$ cat src/rtl/mem_access_pkg.sv
// Shared types and helpers for the halfword-memory access unit.
//   size_e  : request access size encoding
//   state_e : sequencer states
//   is_aligned : natural-alignment check for a byte address and size
package mem_access_pkg;

    localparam int unsigned HALF_W = 16;
    localparam int unsigned WORD_W = 32;

    typedef enum logic [1:0] {
        SZ_BYTE = 2'b00,
        SZ_HALF = 2'b01,
        SZ_WORD = 2'b10,
        SZ_RSVD = 2'b11
    } size_e;

    typedef enum logic [3:0] {
        ST_IDLE,
        ST_RD0,
        ST_RD1,
        ST_RDC,
        ST_RMW_RD,
        ST_RMW_WR,
        ST_WR0,
        ST_WR1,
        ST_RESP,
        ST_ERR
    } state_e;

    // Bytes are always aligned; the reserved size is never legal.
    function automatic logic is_aligned(input size_e sz, input logic [1:0] a_lo);
        logic ok;
        case (sz)
            SZ_BYTE: ok = 1'b1;
            SZ_HALF: ok = ~a_lo[0];
            SZ_WORD: ok = (a_lo == 2'b00);
            default: ok = 1'b0;
        endcase
        return ok;
    endfunction

endpackage

$ cat src/rtl/mem_byte_lane.sv
// Combinational byte-lane helper.
//   rd_half      : halfword returned by the memory
//   lane         : byte lane (0 = [7:0], 1 = [15:8])
//   size         : access size (size_e encoding)
//   sgn          : sign-extend byte/half load data
//   wbyte        : store byte for read-modify-write
//   load_data_c  : extended byte/half load data
//   merge_data_c : rd_half with wbyte placed into the selected lane
module mem_byte_lane
    import mem_access_pkg::*;
(
    input  logic [15:0] rd_half,
    input  logic        lane,
    input  logic [1:0]  size,
    input  logic        sgn,
    input  logic [7:0]  wbyte,
    output logic [31:0] load_data_c,
    output logic [15:0] merge_data_c
);

    logic [7:0] byte_sel;

    always_comb begin
        byte_sel     = lane ? rd_half[15:8] : rd_half[7:0];
        load_data_c  = {16'h0000, rd_half};
        merge_data_c = lane ? {wbyte, rd_half[7:0]} : {rd_half[15:8], wbyte};
        case (size)
            SZ_BYTE: load_data_c = {{24{sgn & byte_sel[7]}}, byte_sel};
            SZ_HALF: load_data_c = {{16{sgn & rd_half[15]}}, rd_half};
            default: load_data_c = {16'h0000, rd_half};
        endcase
    end

endmodule

$ cat src/rtl/mem_access_unit.sv
// Request front end for a single-port 16-bit halfword memory. Turns byte
// addressed byte/half/word loads and stores into halfword memory cycles and
// returns one registered response per request.
//   clk, rst_n         : clock, synchronous active-low reset
//   req_*              : request channel (req_ready high only when idle)
//   rsp_valid/err/rdata: one-cycle response pulse
//   mem_*              : memory pins (mem_dout valid the cycle after a read)
module mem_access_unit
    import mem_access_pkg::*;
#(
    parameter  int unsigned MEM_DEPTH   = 4096,
    localparam int unsigned ADDR_WIDTH  = $clog2(MEM_DEPTH),
    localparam int unsigned BADDR_WIDTH = ADDR_WIDTH + 1
) (
    input  logic                   clk,
    input  logic                   rst_n,
    input  logic                   req_valid,
    output logic                   req_ready,
    input  logic                   req_we,
    input  logic [1:0]             req_size,
    input  logic                   req_signed,
    input  logic [BADDR_WIDTH-1:0] req_addr,
    input  logic [31:0]            req_wdata,
    output logic                   rsp_valid,
    output logic                   rsp_err,
    output logic [31:0]            rsp_rdata,
    output logic                   mem_en,
    output logic                   mem_rd_en,
    output logic                   mem_wr_en,
    output logic [ADDR_WIDTH-1:0]  mem_addr,
    output logic [15:0]            mem_din,
    input  logic [15:0]            mem_dout
);

    state_e state, next_state;

    // Latched request
    logic                   we_q;
    size_e                  size_q;
    logic                   sgn_q;
    logic [BADDR_WIDTH-1:0] addr_q;
    logic [31:0]            wdata_q;
    logic [15:0]            lo_q;
    logic [15:0]            din_q;

    // Next values of registered outputs
    logic                   req_ready_d;
    logic                   rsp_valid_d;
    logic                   rsp_err_d;
    logic [31:0]            rsp_rdata_d;
    logic                   mem_en_d;
    logic                   mem_rd_en_d;
    logic                   mem_wr_en_d;
    logic [ADDR_WIDTH-1:0]  mem_addr_d;
    logic [15:0]            din_d;
    logic [15:0]            lo_d;

    logic                   accept;
    size_e                  size_in;
    logic [ADDR_WIDTH-1:0]  h_in;
    logic [ADDR_WIDTH-1:0]  h_q;
    logic [31:0]            load_c;
    logic [15:0]            merge_c;

    assign accept  = req_valid & req_ready;
    assign size_in = size_e'(req_size);
    assign h_in    = req_addr[BADDR_WIDTH-1:1];
    assign h_q     = addr_q[BADDR_WIDTH-1:1];

    mem_byte_lane u_lane (
        .rd_half      (mem_dout),
        .lane         (addr_q[0]),
        .size         (size_q),
        .sgn          (sgn_q),
        .wbyte        (wdata_q[7:0]),
        .load_data_c  (load_c),
        .merge_data_c (merge_c)
    );

    // The RMW write data depends on the read returned in the same cycle,
    // so it bypasses the write-data register.
    assign mem_din = (state == ST_RMW_WR) ? merge_c : din_q;

    // Next-state and next-output decode
    always_comb begin
        next_state  = state;
        req_ready_d = 1'b0;
        rsp_valid_d = 1'b0;
        rsp_err_d   = 1'b0;
        rsp_rdata_d = '0;
        mem_en_d    = 1'b0;
        mem_rd_en_d = 1'b0;
        mem_wr_en_d = 1'b0;
        mem_addr_d  = mem_addr;
        din_d       = '0;
        lo_d        = lo_q;

        case (state)
            ST_IDLE: begin
                req_ready_d = 1'b1;
                if (accept) begin
                    req_ready_d = 1'b0;
                    if (!is_aligned(size_in, req_addr[1:0])) begin
                        next_state  = ST_ERR;
                        rsp_valid_d = 1'b1;
                        rsp_err_d   = 1'b1;
                    end else if (!req_we) begin
                        next_state  = ST_RD0;
                        mem_en_d    = 1'b1;
                        mem_rd_en_d = 1'b1;
                        mem_addr_d  = h_in;
                    end else if (size_in == SZ_BYTE) begin
                        next_state  = ST_RMW_RD;
                        mem_en_d    = 1'b1;
                        mem_rd_en_d = 1'b1;
                        mem_addr_d  = h_in;
                    end else begin
                        next_state  = ST_WR0;
                        mem_en_d    = 1'b1;
                        mem_wr_en_d = 1'b1;
                        mem_addr_d  = h_in;
                        din_d       = req_wdata[15:0];
                    end
                end
            end

            ST_RD0: begin
                if (size_q == SZ_WORD) begin
                    next_state  = ST_RD1;
                    mem_en_d    = 1'b1;
                    mem_rd_en_d = 1'b1;
                    mem_addr_d  = h_q + ADDR_WIDTH'(1);
                end else begin
                    next_state = ST_RDC;
                end
            end

            ST_RD1: begin
                lo_d       = mem_dout;
                next_state = ST_RDC;
            end

            ST_RDC: begin
                next_state  = ST_RESP;
                rsp_valid_d = 1'b1;
                rsp_rdata_d = (size_q == SZ_WORD) ? {mem_dout, lo_q} : load_c;
            end

            ST_RMW_RD: begin
                next_state  = ST_RMW_WR;
                mem_en_d    = 1'b1;
                mem_wr_en_d = 1'b1;
                mem_addr_d  = h_q;
            end

            ST_RMW_WR: begin
                next_state  = ST_RESP;
                rsp_valid_d = 1'b1;
            end

            ST_WR0: begin
                if (size_q == SZ_WORD) begin
                    next_state  = ST_WR1;
                    mem_en_d    = 1'b1;
                    mem_wr_en_d = 1'b1;
                    mem_addr_d  = h_q + ADDR_WIDTH'(1);
                    din_d       = wdata_q[31:16];
                end else begin
                    next_state  = ST_RESP;
                    rsp_valid_d = 1'b1;
                end
            end

            ST_WR1: begin
                next_state  = ST_RESP;
                rsp_valid_d = 1'b1;
            end

            ST_RESP, ST_ERR: begin
                next_state  = ST_IDLE;
                req_ready_d = 1'b1;
            end

            default: begin
                next_state = ST_IDLE;
            end
        endcase
    end

    // State, output and request registers
    always_ff @(posedge clk) begin
        if (!rst_n) begin
            state     <= ST_IDLE;
            req_ready <= 1'b0;
            rsp_valid <= 1'b0;
            rsp_err   <= 1'b0;
            rsp_rdata <= '0;
            mem_en    <= 1'b0;
            mem_rd_en <= 1'b0;
            mem_wr_en <= 1'b0;
            mem_addr  <= '0;
            din_q     <= '0;
            lo_q      <= '0;
            we_q      <= 1'b0;
            size_q    <= SZ_BYTE;
            sgn_q     <= 1'b0;
            addr_q    <= '0;
            wdata_q   <= '0;
        end else begin
            state     <= next_state;
            req_ready <= req_ready_d;
            rsp_valid <= rsp_valid_d;
            rsp_err   <= rsp_err_d;
            rsp_rdata <= rsp_rdata_d;
            mem_en    <= mem_en_d;
            mem_rd_en <= mem_rd_en_d;
            mem_wr_en <= mem_wr_en_d;
            mem_addr  <= mem_addr_d;
            din_q     <= din_d;
            lo_q      <= lo_d;
            if (accept) begin
                we_q    <= req_we;
                size_q  <= size_in;
                sgn_q   <= req_signed;
                addr_q  <= req_addr;
                wdata_q <= req_wdata;
            end
        end
    end

    logic unused_we;
    assign unused_we = we_q;

endmodule
$ cat config.mk
export PLATFORM = sky130hd
export DESIGN_NAME = mem_access_unit
export DESIGN_NICKNAME = d
export VERILOG_FILES = /design/src/rtl/mem_access_pkg.sv /design/src/rtl/mem_byte_lane.sv /design/src/rtl/mem_access_unit.sv
export SDC_FILE = /design/constraint.sdc
export NUM_CORES = 1
export LEC_CHECK = 0
export ABC_AREA = 0
export BUFFER_PORTS_ARGS = -buffer_cell sky130_fd_sc_hd__buf_2
export CORE_AREA = 2 2 124 126
export CTS_CLUSTER_DIAMETER = 50
export CTS_CLUSTER_SIZE = 28
export DETAILED_ROUTE_END_ITERATION = 12
export DIE_AREA = 0 0 126 128
export PLACE_DENSITY = 0.69
export SLEW_MARGIN = 20
export SYNTH_ARGS = -nofsm -noshare
export SYNTH_HDL_FRONTEND = slang
export SYNTH_HIERARCHICAL = 1
export SYNTH_SLANG_ARGS = --single-unit
$ cat constraint.sdc
create_clock -name clk -period 3.7 [get_ports clk]
set_input_delay 0.185 -clock clk [delete_from_list [all_inputs] [get_ports clk]]
set_output_delay 0.185 -clock clk [all_outputs]
set_load 0.005 [all_outputs]
==> reports/qor.csv, run 1 <==
metric,value,unit
Fin. Hold Viols,0,
worst rel slew slack,32.4,%
routability cong.,0.872,
DRC Markers,0,
fill count,1481,
PwrDens,626,nW/um^2
Die W,126,um
crit-path max FO,23,
initial antenna violation count,0,
Die Y-Extent,128,um
Yosys cell types,61,
Final period util,79.0,%
Multi-input gate area,2950,um^2
TritonCTS Buffers,17,
crit start category,flop,
static leakage,2.84,nW
total chip power,4.44,mW
Seq cells post-synth,126,
Net Sw Power,1.36,mW
Resized cells post-CTS,0,
layout net count,855,
unrepaired setup endpoints after global routing,no,
sw frac,30.6,%
Vias,5184,
"CTS clk-pin slew, worst paths",0.05,ns
pin count of the biggest net entering global routing,72,
main flop type after synthesis,dfxtp_1,
CP endpoint kind,output port,
vias in the first global route,4715,
peak supply drop,0.397,mV
worst min-delay path category,input pin to flop,
CTS H-tree depth,4,
Syn-to-layout area delta,21.6,%
Post-Route Setup TNS,0,ns
root buffer cell,clkbuf_16,
IO Port Bufs,133,
share of power burned in registers,38.1,%
Worst Tran Pin Value,1.01,ns
Comb power frac,22.0,%
clock share of power,39.9,%
TritonCTS clock tree,built,
DP Area,6450,um^2
Clock Sinks,126,
crit path time final,2.92,ns
gr usage total,19.7,%
design area,7100,um^2
most frequent cells in the layout,"187 x nand2_1, 133 x buf_2, 126 x dfxtp_1, 54 x a21boi_0, 47 x a21oi_1",
"Req. time, crit path",3.51,ns
WL/cell,16.1,um
clk_skew,0.00611,ns
Routed Antenna Nets,0,
gr ovfl total,0,
1st-pass router iterations,6,
"commonest non-fill, non-tap cell in the layout",nand2_1,
die area,16100,um^2
hpwl dp,10800,um
yosys warns,6,
Storage cell area,2520,um^2
I/O pin count,134,
Post-Synthesis Cell Area,5840,um^2
Vias/cell,5.26,
n_diodes,0,
first-pass GRT wire length,25000,um
critical path class,flop to output port,
syn nets,758,
asr flop ratio synth,0,%
critical path data arrival time,2.74,ns
"Avg Cell Area, Syn",8.47,um^2
initial drt markers,542,
Rows,45,
number of synthesized flops with an enable pin,0,
Final setup viols,0,
Clock Latency Late Sink,0.42,ns
core area,14900,um^2
Pint,3.08,mW
sequential cell area fraction in the yosys report,43.2,%
Synth Instances,689,
layout cells sized above 1,28.4,%
detailed-route wire length,15800,um
Max Root-Sink Buffers,2,
final core occ,47.7,%
Initial Utilization,39.3,%
"Slew Viols, Final",0,
max cap viols,0,
status,"finished, final reports clean",
Max Fclk,342,MHz
==> metrics by stage <==
stage	instances	setup WS, ns	hold WS [ns]
2_1_floorplan	689	1.38	0.320
3_3_place_gp	954	1.19	0.431
3_5_place_dp	954	1.10	0.434
4_1_cts	985	0.803	0.00697
5_1_grt	985	0.658	0.0203
6_report	985	0.778	0.0200
==> routing by layer <==
metal | track usage, % | vias up | part of all wire (%)
met5 | 0 | - | 0
met3 | 5.55 | 18 | 6.8
met1 | 27.0 | 2401 | 47
li1 | - | 2566 | -
met2 | 30.1 | 199 | 45
met4 | 6.14 | 0 | 1.3
==> cells in the mapped netlist (all sizes together) (3+ instances only) <==
library cell / count / area (um^2)
a32oi: 8 / 70.1
a21boi: 56 / 420
mux2: 40 / 450
o21ai: 39 / 195
a21oi: 47 / 235
nand2: 188 / 713
nand4: 4 / 25.0
a222oi: 6 / 60.1
clkbuf: 27 / 101
a31oi: 9 / 71.3
inv: 5 / 21.3
xnor2: 4 / 35.0
nor3b: 4 / 41.3
nand3: 5 / 25.0
and3: 3 / 18.8
nor2: 25 / 96.4
buf: 36 / 241
nor2b: 4 / 25.0
dfxtp: 126 / 2520
a22oi: 10 / 75.1
nor3: 11 / 92.6
==> power by group through the flow <==
stage	logic [mW]	clock network, mW	registers, mW
after floorplan	0.762	0	1.64
after global placement	0.964	0	1.71
after detailed placement	0.971	0	1.71
after CTS	0.975	1.80	1.69
after global routing	1.09	1.86	1.72
final	0.978	1.78	1.69
==> repair_timing <==
action / CTS / global route
hold buffers: 1 / 0
endpoints found under the hold margin: 1 / 0
buffers inserted: 0 / 0
==> cell type report <==
| class | instances | area share (%) |
|---|---|---|
| Multi-Input combinational cell | 495 | 41.6 |
| Sequential cell | 126 | 35.5 |
| Timing Repair Buffer | 141 | 10.3 |
| Clock buffer | 25 | 7.55 |
| Tap cell | 188 | 3.31 |
| Clock inverter | 5 | 1.41 |
| Inverter | 5 | 0.300 |
==> final timing paths <==
kind,from,slack (ns),depth (start not counted),to
max,state[2]$_SDFFE_PN0N_,0.78,4,mem_din[3]
min,req_wdata[28],0.02,3,wdata_q[28]$_SDFFE_PN0P_
max reg2reg,state[2]$_SDFFE_PN0N_,1.03,5,mem_addr[6]$_SDFFE_PN0P_
min reg2reg,lo_q[1]$_SDFFE_PN0P_,0.45,2,rsp_rdata[1]$_SDFF_PN0_
==> worst max-delay path, stage by stage, from the launching register on <==
cell,delay (ns)
dfxtp_1,0.96
nand2_4,0.14
nor2_2,0.66
mux2_2,0.41
buf_2,0.14
==> state kept, by name (all words and copies together), names as in the netlist <==
signal and cells:
rsp_rdata 32, wdata_q 24, din_q 16, lo_q 16
addr_q 13, mem_addr 12, state 4, size_q 2
mem_en 1, mem_rd_en 1, mem_wr_en 1, req_ready 1
rsp_err 1, rsp_valid 1, sgn_q 1
==> kinds of logic (layout without fill, tap and decap cells) <==
| logic type | Yosys count | after routing | share of synthesized area [%] |
|---|---|---|---|
| mux | 41 | 41 | 7.89 |
| buf+inv | 68 | 176 | 6.24 |
| simple gates | 259 | 259 | 20.3 |
| xor+xnor | 6 | 6 | 0.900 |
| fa+ha+maj | 1 | 1 | 0.214 |
| flops | 126 | 126 | 43.2 |
| compound gates | 188 | 188 | 21.2 |
(Power assumes the default switching activity.)
==> run 2: changes to the inputs <==
- clock period: 3.7 -> 2.8 ns (I/O delays scaled with it)
==> reports/qor.csv, run 2 (synthesis gave the netlist of run 1 again) <==
metric,value,unit,change
status,"finished, final reports clean",,
Worst path max stage delay,0.94,ns,-0.02 ns
final core occ,51.3,%,+3.6 points
PwrDens,797,nW/um^2,+27%
Clock Latency Late Sink,0.42,ns,about the same
Die Y-Extent,128,um,unchanged
worst path cell trace,"nand2_4, nor2_2, buf_4, mux2_1, buf_2",,
worst rel slew slack,36.6,%,+4.1 points
hpwl dp,10900,um,+0.39%
Clock Sinks,126,,unchanged
"Req. time, crit path",2.66,ns,-0.85 ns
"commonest non-fill, non-tap cell in the layout",nand2_1,,
DRC Markers,0,,unchanged
gr usage total,20.6,%,+0.95 points
pin count of the biggest net entering global routing,72,,unchanged
die area,16100,um^2,unchanged
"Slew Viols, Final",0,,unchanged
post-route insts no fill,1038,,+5.4%
Rows,45,,unchanged
layout cells sized above 1,27.3,%,-1.1 points
Max Root-Sink Buffers,2,,unchanged
Vias,5487,,+5.8%
"CTS clk-pin slew, worst paths",0.06,ns,about the same
met1 WL,7640,um,+2.2%
Final setup viols,0,,unchanged
Regs by FF count,"rsp_rdata (32), wdata_q (24)",,
r2r setup slk,0.60,ns,-0.43 ns
I/O pin count,134,,unchanged
WL/cell,16.3,um,+1.1%
Fin. Hold Viols,0,,unchanged
"Most flops, register",rsp_rdata,,
layout net count,906,,+6.0%
crit path time final,2.55,ns,
Die W,126,um,unchanged
gr ovfl total,0,,unchanged
max reg flops,32,,unchanged
Top Metal Used,met4,,
met3 wire length,895,um,-16%
Buf/Inv on CP,2,,+1
core area,14900,um^2,unchanged
initial antenna violation count,0,,unchanged
critical path data arrival time,2.41,ns,-0.33 ns
worst min-delay path category,input pin to flop,,
TritonCTS Buffers,17,,unchanged
max cap viols,0,,unchanged
setup repair bufs after CTS,0,,unchanged
Initial Utilization,39.3,%,unchanged
n_diodes,0,,unchanged
cell count along the critical path,5,,+1
static leakage,3.05,nW,+7.5%
root buffer cell,clkbuf_16,,
CTS H-tree depth,4,,unchanged
Cells after DPL,958,,+0.42%
critical path class,flop to output port,,
TritonCTS clock tree,built,,
routability cong.,0.842,,-3.4%
Max Fclk,392,MHz,
1st-pass router iterations,5,,-1
Syn-to-layout area delta,30.7,%,
peak supply drop,0.494,mV,+25%
total chip power,6.08,mW,+37%
Routed Antenna Nets,0,,unchanged
most frequent cells in the layout,"187 x nand2_1, 133 x buf_2, 126 x dfxtp_1, 54 x a21boi_0, 48 x dlygate4sd3_1",,
unrepaired setup endpoints after global routing,no,,
cell count of the worst reg-to-reg path,6,,+1
detailed-route wire length,16900,um,+6.6%
Crit path max-delay family,flip-flops,,
Post-Route Setup TNS,0,ns,unchanged
clk_skew,0.00709,ns,+0.000981 ns
vias in the first global route,5065,,+7.4%
Vias/cell,5.29,,+0.44%
first-pass GRT wire length,26300,um,+4.9%
Final period util,91.0,%,
Worst Tran Pin Value,0.950,ns,-0.0607 ns
Worst Hold Depth,3,,unchanged
CP endpoint kind,output port,,
initial drt markers,579,,+6.8%
CP max-delay cell,dfxtp_1,,
crit start category,flop,,
IO Port Bufs,133,,unchanged
crit-path max FO,23,,unchanged
met2 WL,7920,um,+12%
==> run 2: final cells by class <==
class | instances | area (um^2)
fillers | 1407 | 7240
multi-input cells | 495 | 2950
flip-flops and latches | 126 | 2520
repair buffers | 192 | 1230
clock buffers | 19 | 453
well taps | 188 | 235
clock inverters | 13 | 211
inverters | 5 | 21.3
==> run 2: report_power, final <==
group          total [mW]  switching, mW  leakage, nW  internal [mW]
logic                1.38          0.832         1.72          0.547
registers            2.23          0.228         1.02           2.00
clock network        2.47          0.842        0.312           1.63
==> run 2: per-stage QoR <==
step           setup slack (ns)  hold slack [ns]  area (um^2)
4_1_cts                   0.267          0.00204         7630
3_3_place_gp              0.719            0.387         6480
5_1_grt                   0.142           0.0126         7630
2_1_floorplan             0.484            0.275         5840
3_5_place_dp              0.624            0.386         6480
6_report                  0.251           0.0178         7630
==> run 2: routing by layer <==
metal / GRT usage [%] / vias to the layer above
li1: - / 2671
met1: 27.1 / 2575
met2: 33.0 / 208
met3: 4.13 / 33
met4: 8.92 / 0
met5: 0 / -
==> run 2: path summary, 6_finish.rpt <==
path | start | end
worst min-delay path | mem_dout[5] | rsp_rdata[21]$_SDFF_PN0_
worst min register to register | lo_q[11]$_SDFFE_PN0P_ | rsp_rdata[11]$_SDFF_PN0_
worst max-delay path | state[2]$_SDFFE_PN0N_ | mem_din[11]
worst max register to register | state[2]$_SDFFE_PN0N_ | mem_addr[8]$_SDFFE_PN0P_
==> run 2: what timing repair did <==
| item | CTS | global route |
|---|---|---|
| hold buffers | 48 | 0 |
| endpoints found under the setup margin | 0 | 0 |
| gates resized for setup | 0 | 0 |
| endpoints found under the hold margin | 51 | 0 |
==> run 2: worst register-to-register path: cells and delay by family (launching register included) <==
family                 cells  cell delay [ns]
flip-flops                 1             0.94
AO/OA/AOI/OAI              4             0.52
AND/OR/NAND/NOR            1             0.38
buffers and inverters      1             0.28
==> run 3: changes to the inputs <==
- CTS_BUF_LIST: unset -> sky130_fd_sc_hd__clkbuf_2
==> reports/qor.csv, run 3 (synthesis gave the netlist of run 1 again) <==
metric,value,unit,change
Vias,5732,,+4.5%
n_diodes,0,,unchanged
unrepaired setup endpoints after global routing,no,,
DP Area,6480,um^2,unchanged
"Most flops, register",rsp_rdata,,
Final setup viols,0,,unchanged
Clock Sinks,126,,unchanged
Post-Route Setup TNS,0,ns,unchanged
Vias/cell,5.25,,-0.70%
core area,14900,um^2,unchanged
hpwl dp,10900,um,unchanged
initial drt markers,538,,-7.1%
Die W,126,um,unchanged
Die Y-Extent,128,um,unchanged
worst rel slew slack,36.4,%,-0.11 points
I/O pin count,134,,unchanged
IO Port Bufs,133,,unchanged
Worst Hold Depth,5,,+2
"Req. time, crit path",2.66,ns,about the same
PnR worst setup slack,0.240,ns,-0.0109 ns
layout cells sized above 1,25.8,%,-1.5 points
pre-CTS worst setup slack,0.624,ns,unchanged
die area,16100,um^2,unchanged
Max Root-Sink Buffers,2,,unchanged
status,"finished, final reports clean",,
fill count,1396,,-0.78%
total chip power,5.14,mW,-15%
static leakage,3.22,nW,+5.4%
gr usage total,21.6,%,+1.0 points
CP max-delay cell,dfxtp_2,,
Worst Tran Pin Value,0.949,ns,-0.00118 ns
Buf/Inv on CP,2,,unchanged
"CTS clk-pin slew, worst paths",0.20,ns,+0.14 ns
critical path data arrival time,2.42,ns,about the same
cell count along the critical path,5,,unchanged
worst min-delay path category,input pin to flop,,
crit start category,flop,,
Critical R2R Launch,state[2]$_SDFFE_PN0N_,,
pin count of the biggest net entering global routing,72,,unchanged
DRC Markers,0,,unchanged
Rows,45,,unchanged
routability cong.,0.842,,unchanged
first-pass GRT wire length,27800,um,+5.7%
CP startpoint,state[2]$_SDFFE_PN0N_,,
Clock Latency Late Sink,0.72,ns,+0.30 ns
PwrDens,659,nW/um^2,-17%
gr ovfl total,0,,unchanged
Routed Antenna Nets,0,,unchanged
Regs by FF count,"rsp_rdata (32), wdata_q (24)",,
root buffer cell,clkbuf_2,,
Crit path max-delay family,flip-flops,,
crit-path max FO,23,,unchanged
initial antenna violation count,0,,unchanged
WL/cell,16.1,um,-0.72%
worst path cell trace,"nand2_4, nor2_2, buf_4, mux2_2, buf_2",,
design area,7810,um^2,+2.4%
crit path time final,2.56,ns,+0.0109 ns
Max Fclk,391,MHz,-0.43%
TritonCTS clock tree,built,,
final hold slack,0.0693,ns,+0.0515 ns
setup repair bufs after CTS,0,,unchanged
most frequent cells in the layout,"187 x nand2_1, 133 x buf_2, 123 x dfxtp_1, 102 x dlygate4sd3_1, 54 x a21boi_0",,
"commonest non-fill, non-tap cell in the layout",nand2_1,,
Worst Hold Launch,req_valid,,
CTS H-tree depth,4,,unchanged
clk_skew,0.0299,ns,+0.0229 ns
Syn-to-layout area delta,33.8,%,
TritonCTS Buffers,17,,unchanged
CP endpoint kind,output port,,
vias in the first global route,5508,,+8.7%
cell count of the worst reg-to-reg path,5,,-1
peak supply drop,0.494,mV,about the same
Fin. Hold Viols,0,,unchanged
1st-pass router iterations,6,,+1
layout net count,960,,+6.0%
max cap viols,0,,unchanged
Worst path max stage delay,0.70,ns,-0.24 ns
max reg flops,32,,unchanged
"Slew Viols, Final",0,,unchanged
Final period util,91.4,%,+0.39 points
Initial Utilization,39.3,%,unchanged
critical path class,flop to output port,,
detailed-route wire length,17600,um,+4.4%
run 3: metrics by stage:
stage | utilization (%) | instances
6_report | 52.5 | 1092
3_3_place_gp | 43.6 | 958
2_1_floorplan | - | 689
5_1_grt | 52.5 | 1092
4_1_cts | 52.5 | 1092
3_5_place_dp | 43.6 | 958
run 3: power breakdown:
group	internal [mW]	switching [mW]	total, mW	leakage [nW]
Clock	0.672	0.737	1.41	0.162
Combinational	0.645	0.856	1.50	2.03
Sequential	2.01	0.229	2.23	1.02
Total	3.32	1.82	5.14	3.22
run 3: worst reg2reg max path, stage by stage, from the launching register on:
cell and delay, ns:
dfxtp_2 0.52, nor4_2 0.36, nand2_1 0.18, nor3_2 0.50
a22oi_1 0.19, nor2_1 0.19
run 3: path summary, 6_finish.rpt:
kind	slack, ns	end
setup / recovery	0.24	mem_din[3]
hold / removal	0.07	wdata_q[24]$_SDFFE_PN0P_
setup reg to reg	0.81	din_q[14]$_SDFF_PN0_
hold reg to reg	0.45	rsp_rdata[9]$_SDFF_PN0_
run 3: timing repair:
action | CTS | global route
cloned | 0 | 0
hold buffers | 102 | 0
endpoints found under the setup margin | 16 | 16
gates resized for setup | 1 | 2
hold endpoints to repair | 121 | 0
run 3: layout make-up:
| type | instances | area, um^2 | area share [%] |
|---|---|---|---|
| Clock buffer | 17 | 85.1 | 1.09 |
| Clock inverter | 15 | 219 | 2.80 |
| Inverter | 5 | 21.3 | 0.272 |
| Multi-Input combinational cell | 495 | 2950 | 37.8 |
| Sequential cell | 126 | 2530 | 32.3 |
| Tap cell | 188 | 235 | 3.01 |
| Timing Repair Buffer | 246 | 1770 | 22.7 |
run 3: metal layers:
| layer | global-route usage, % | part of all wire, % | vias up |
|---|---|---|---|
| met5 | 0 | 0 | - |
| met4 | 8.86 | 2.4 | 0 |
| met3 | 5.59 | 6.6 | 44 |
| met2 | 35.1 | 47 | 255 |
| met1 | 27.5 | 44 | 2656 |
| li1 | - | - | 2777 |
